`src/rtl/scan_reg_bank.sv`:
```
// Banked scan register: WIDTH flops split into NCHAIN equal shift chains,
// with a shared shift counter that pulses SDONE after each full L-bit chain shift.
module scan_reg_bank #(
    parameter int unsigned           WIDTH   = 8,
    parameter int unsigned           NCHAIN  = 2,
    parameter logic [WIDTH-1:0]      RST_VAL = '0
) (
    input  logic              CK,
    input  logic              RST,
    input  logic [WIDTH-1:0]  D,
    input  logic              EN,
    input  logic              SE,
    input  logic [NCHAIN-1:0] SI,
    output logic [WIDTH-1:0]  Q,
    output logic [WIDTH-1:0]  QN,
    output logic [NCHAIN-1:0] SO,
    output logic              SDONE
);

    localparam int unsigned   L    = WIDTH / NCHAIN;
    localparam int unsigned   CW   = (L > 1) ? $clog2(L) : 1;
    localparam logic [CW-1:0] LAST = CW'(L - 1);

    logic [WIDTH-1:0]  r_q;
    logic [CW-1:0]     r_cnt;
    logic              r_sdone;
    logic [WIDTH-1:0]  w_shift;
    logic [NCHAIN-1:0] w_so;

    // Each chain moves one bit towards its MSB; SI enters at the chain LSB.
    always_comb begin
        w_shift = r_q;
        for (int unsigned c = 0; c < NCHAIN; c++) begin
            w_shift[c*L] = SI[c];
            for (int unsigned k = 1; k < L; k++) begin
                w_shift[c*L+k] = r_q[c*L+k-1];
            end
        end
    end

    always_comb begin
        w_so = '0;
        for (int unsigned c = 0; c < NCHAIN; c++) begin
            w_so[c] = r_q[c*L+L-1];
        end
    end

    always_ff @(posedge CK or posedge RST) begin
        if (RST) begin
            r_q <= RST_VAL;
        end else if (SE) begin
            r_q <= w_shift;
        end else if (EN) begin
            r_q <= D;
        end
    end

    // Any cycle without SE restarts the count, so SDONE marks L back-to-back shifts.
    always_ff @(posedge CK or posedge RST) begin
        if (RST) begin
            r_cnt   <= '0;
            r_sdone <= 1'b0;
        end else if (SE) begin
            if (r_cnt == LAST) begin
                r_cnt   <= '0;
                r_sdone <= 1'b1;
            end else begin
                r_cnt   <= r_cnt + CW'(1);
                r_sdone <= 1'b0;
            end
        end else begin
            r_cnt   <= '0;
            r_sdone <= 1'b0;
        end
    end

    assign Q     = r_q;
    assign QN    = ~r_q;
    assign SO    = w_so;
    assign SDONE = r_sdone;

endmodule

```
`config.mk`:
```
export PLATFORM = sky130hd
export DESIGN_NAME = scan_reg_bank
export DESIGN_NICKNAME = d
export VERILOG_FILES = /design/src/rtl/scan_reg_bank.sv
export SDC_FILE = /design/constraint.sdc
export NUM_CORES = 1
export LEC_CHECK = 0
export CORE_MARGIN = 2
export CORE_UTILIZATION = 30
export DETAILED_ROUTE_END_ITERATION = 10
export PLACE_DENSITY = 0.79
export REMOVE_ABC_BUFFERS = 1
export SKIP_CTS_REPAIR_TIMING = 1
export SYNTH_ARGS = -nofsm -noshare
export SYNTH_HDL_FRONTEND = slang
export SYNTH_SLANG_ARGS = --single-unit
```
`constraint.sdc`:
```
create_clock -name CK -period 1 [get_ports CK]
set_input_delay 0.3 -clock CK [delete_from_list [all_inputs] [get_ports CK]]
set_output_delay 0.3 -clock CK [all_outputs]
set_load 0.05 [all_outputs]
```
=== Word level (Yosys, flattened, before mapping) ===
Cells that the tools add are included.

* Flip-flop bits (word level): 11
* Bits of input ports: 14
* Output and inout bits: 19
* Logic and storage cells: 13

* Add/subtract/negate cells: 1
* Equality and inequality tests: 1
* Muxes and demuxes: 6
* Bitwise operators: 1
* Reduce and logical (&&, ||, !) cells: 1

{| class="wikitable"
|+ Operators by type and width
! kind !! count
|-
| 8-bit 2-to-1 mux || 2
|-
| 8-bit inverter || 1
|-
| 2-bit 2-to-1 mux || 2
|-
| 2-bit by 1-bit adder with 2-bit output (second input constant) || 1
|-
| 2-bit equality test (second input constant) || 1
|-
| 1-bit 2-to-1 mux || 2
|-
| 2-bit nonzero test || 1
|}

=== Depth between registers and ports, before layout ===
Gate-level depths: netlist of the first run.

* Depth after elaboration: 3
* Depth in mapped cells: 4
* Depth with buffers taken out: 2

=== Least setup slack after synthesis of the first run ===
OpenSTA, ideal clock, no wires.

* Path kind: flip-flop to output port
* Start: register r_q[3], in the netlist Q[3]
* End: output port QN[3]
* Arrival time: 0.984 ns
* Slack: -0.284 ns
* Cell stages (with the launch flop): 2
* Cell sequence: dfrtp_1 > inv_1

* Longest elaborated chain between the ends: 1

{| class="wikitable"
|+ Ends and longest elaborated chain
! item !! line !! source
|-
| start: declaration || 24 || <nowiki>logic [WIDTH-1:0] r_q;</nowiki>
|-
| start signal: assignment || 52 || <nowiki>r_q <= w_shift;</nowiki>
|-
| 8-bit inverter || 78 || <nowiki>assign QN = ~r_q;</nowiki>
|-
| end: declaration || 15 || <nowiki>output logic [WIDTH-1:0] QN,</nowiki>
|}

Every way passes these cells.

=== Worst setup path in the final report of the first run ===
* Start: register r_q[3], in the netlist Q[3]
* End: output port SO[0]

{| class="wikitable"
|+ RTL lines
! item !! line !! source
|-
| end: declaration || 16 || <nowiki>output logic [NCHAIN-1:0] SO,</nowiki>
|}

No word-level cell between the ends.

==> summary.json, run 1 <==
{
  "run_status": {
    "status": "complete, but fails checks",
    "violations": "setup timing"
  },
  "setup_path": {
    "critical_path.max_stage_delay_ps": 410,
    "reg2reg_setup_slack_ps": 90,
    "worstReg2RegEnd": "r_cnt[1]",
    "cp_max_fo": 3,
    "end_kind": "primary output",
    "critical_path.slowest_cell": "sky130_fd_sc_hd__dfrtp_1",
    "classification_of_the_worst_setup_path": "reg -> out",
    "source_of_the_critical_timing_path": "Q[3]",
    "ff2ff_path_depth": 2,
    "critical_path.startpoint_type": "register",
    "cp.required_ps": 700,
    "critical_path.reg2reg.startpoint": "r_cnt[0]",
    "path_cells": "buf_6, buf_12",
    "critPathArrivalTime_ps": 950
  },
  "cells_and_area": {
    "layout.cells.non_filler": 116,
    "seqCellArea_sq_um": 284,
    "diode_count": 0,
    "multiInputGateArea_sq_um": 183,
    "nets": 107,
    "layout.core_utilization": 0.669,
    "share_of_post_route_cells_with_drive_strength_above_1": 0.473,
    "nFillCells": 121,
    "synthToLayoutAreaGrowth_pct": 113
  },
  "cts": {
    "insertion_delay_ps": 270,
    "clock-sinks": 11,
    "h-tree-depth": 1,
    "clock_tree_root_buffer_cell": "sky130_fd_sc_hd__clkbuf_4",
    "clk_pin_slew_ps": 70,
    "clock_path_buffers": 2,
    "tritoncts_buffer_count": 3,
    "tritoncts": "built"
  },
  "worst_hold_path": {
    "holdCritPathClass": "in -> async"
  },
  "floorplanning": {
    "coreArea_sq_mm": 0.00171,
    "dieWidth_microns": 46.3,
    "core.rowCount": 15,
    "starting_density_of_the_core": 0.314,
    "io-pin-count": 33,
    "fp.dieH_microns": 46.3,
    "design.die.area_sq_mm": 0.00214
  },
  "place": {
    "placedCellCount": 110,
    "place.gp.congestion": 0.680,
    "detailedPlacementHpwl_microns": 953,
    "numPortBuffers": 32
  },
  "synth": {
    "synth_top_cell_by_area": "sky130_fd_sc_hd__dfrtp_1",
    "synth_warnings": 0,
    "ys_top_cells_by_area": "sky130_fd_sc_hd__dfrtp_1 (51%), sky130_fd_sc_hd__mux2i_1 (15%), sky130_fd_sc_hd__o21ai_1 (7.5%), sky130_fd_sc_hd__inv_1 (6.3%), sky130_fd_sc_hd__nand2_1 (5.6%)",
    "avg_cell_area_syn_sq_um": 10.1,
    "yosys_reg_bits": 11,
    "synth_seq_area_share": 0.513,
    "synthCells": 53,
    "mappedNetlistArea_sq_um": 537,
    "synth.top_cell.area_share": 0.513,
    "post_synth_num_cell_types": 10
  },
  "drt": {
    "drt_wl_total_microns": 1160,
    "post_drt_via_cell_ratio": 4.21,
    "final_antenna_violating_net_count": 0,
    "routed-via-count": 488,
    "dr.first_iter.drc_count": 7,
    "drt-pass1-iter-count": 4,
    "drt-wirelength-per-cell_microns": 9.99,
    "drt_drc_violations_left": 0
  },
  "grt": {
    "grt_usage": 0.124,
    "grt_start_max_net_pins": 12,
    "antenna_found_initial": 0,
    "grt_pass1_wl_microns": 1860,
    "overflow_after_grt": 0,
    "grt_pass1_vias": 447
  },
  "timing": {
    "timing_hold_violations_final": 0,
    "maxSlewHeadroom": 0.884,
    "finalSetupViolations": 19,
    "final_min_period_over_clock_period": 1.25,
    "fmax_mhz": 799,
    "finalClockSkew_ps": 5.95,
    "layout_min_cycle_time_ps": 1250,
    "finalMaxSlewViolations": 0,
    "layout_setup_ws_ps": -252,
    "max_slew.worst_pin.slew_ps": 169,
    "grt_setup_unrepaired": "true",
    "hold-worst-slack_ps": 305
  },
  "run": {
    "drv_cap": 0
  },
  "power_and_ir_drop": {
    "static-leakage-power_uw": 0.000553,
    "power.density_cell_area_mw_per_mm2": 1540,
    "peakVddDrop_mv": 0.746,
    "totalPowerFinal_uw": 1760
  }
}
==> per-layer routing <==
layer / global-route usage / routed length [microns] / vias up
met2: 0.197 / 585 / 25
met4: 0.0686 / 0 / 0
met1: 0.146 / 445 / 221
li1: - / - / 242
met3: 0.0392 / 128 / 0
met5: 0 / 0 / -
==> how the worst max path moves through the flow <==
stage	slack (ps)	endpoint	cells after the start
4_1_cts	-330	QN[7]	2
6_report	-250	SO[0]	2
5_1_grt	-290	SO[0]	2
3_5_place_dp	-370	Q[2]	4
2_1_floorplan	-670	QN[3]	1
3_3_place_gp	-330	Q[3]	4
==> metrics by stage <==
step	setup WS [ps]	instance area [sq um]	setup TNS [ps]
4_1_cts	-332	1110	-4930
3_5_place_dp	-369	1080	-3140
5_1_grt	-289	1140	-4410
2_1_floorplan	-670	492	-4430
6_report	-252	1140	-3790
3_3_place_gp	-328	1080	-2890
==> cells in the final DEF (no fill, tap or decap) <==
cell type                         instances
sky130_fd_sc_hd__inv_2                    7
sky130_fd_sc_hd__nor3b_1                  1
sky130_fd_sc_hd__ha_1                     1
sky130_fd_sc_hd__inv_1                    2
sky130_fd_sc_hd__dfrtp_2                  7
sky130_fd_sc_hd__buf_6                    1
sky130_fd_sc_hd__and2_1                   2
sky130_fd_sc_hd__clkbuf_1                 1
sky130_fd_sc_hd__buf_12                  20
sky130_fd_sc_hd__dlymetal6s2s_1           2
sky130_fd_sc_hd__dfrtp_1                  4
sky130_fd_sc_hd__buf_4                    5
sky130_fd_sc_hd__nand2_1                  8
sky130_fd_sc_hd__clkbuf_4                 3
sky130_fd_sc_hd__mux2i_1                  8
sky130_fd_sc_hd__o21ai_1                  8
sky130_fd_sc_hd__clkdlybuf4s50_1         11
==> power breakdown <==
group / internal, uW / switching, uW / leakage [uW]
clock: 155 / 151 / 0.0000150
combinational: 448 / 441 / 0.000408
sequential: 498 / 66.3 / 0.000130
==> synth_stat cells <==
master / count
sky130_fd_sc_hd__and2_1: 2
sky130_fd_sc_hd__buf_4: 3
sky130_fd_sc_hd__buf_6: 2
sky130_fd_sc_hd__dfrtp_1: 11
sky130_fd_sc_hd__ha_1: 1
sky130_fd_sc_hd__inv_1: 9
sky130_fd_sc_hd__mux2i_1: 8
sky130_fd_sc_hd__nand2_1: 8
sky130_fd_sc_hd__nor3b_1: 1
sky130_fd_sc_hd__o21ai_1: 8
==> worst max-delay path, delay by kind of cell (launching register included) <==
family | cells | cell delay, ps
flip-flops | 1 | 410
buffers and inverters | 2 | 280
==> cells by family after synthesis <==
| kind of cell | count (synthesis) | synth area share |
|---|---|---|
| DFF | 11 | 0.513 |
| muxes | 8 | 0.149 |
| AOI/OAI and AO/OA | 8 | 0.0746 |
| buffers and inverters | 14 | 0.147 |
| and+or+nand+nor | 11 | 0.0932 |
| adders and majority gates | 1 | 0.0233 |
==> flip-flops by register name, summed over array words and instances, names as in the netlist <==
| register | count |
|---|---|
| SDONE | 1 |
| r_cnt | 2 |
| Q | 8 |
==> cell type report <==
cell class                      count  area share
Sequential cell                    11       0.249
Timing Repair Buffer               39       0.511
Clock buffer                        4      0.0230
Tap cell                           25      0.0274
Inverter                            9      0.0296
Multi-Input combinational cell     28       0.160
No activity file was read; power rests on OpenSTA's default activity.
==> run 2, diff against run 1 <==
--- a/config.mk
+++ b/config.mk
@@ -5,6 +5,7 @@
 export SDC_FILE = /design/constraint.sdc
 export NUM_CORES = 1
 export LEC_CHECK = 0
+export CAP_MARGIN = 10
 export CORE_MARGIN = 2
 export CORE_UTILIZATION = 30
 export DETAILED_ROUTE_END_ITERATION = 10
==> results of run 2 <==
Same layout as run 1: the final DEF is identical, and so are final timing and power.
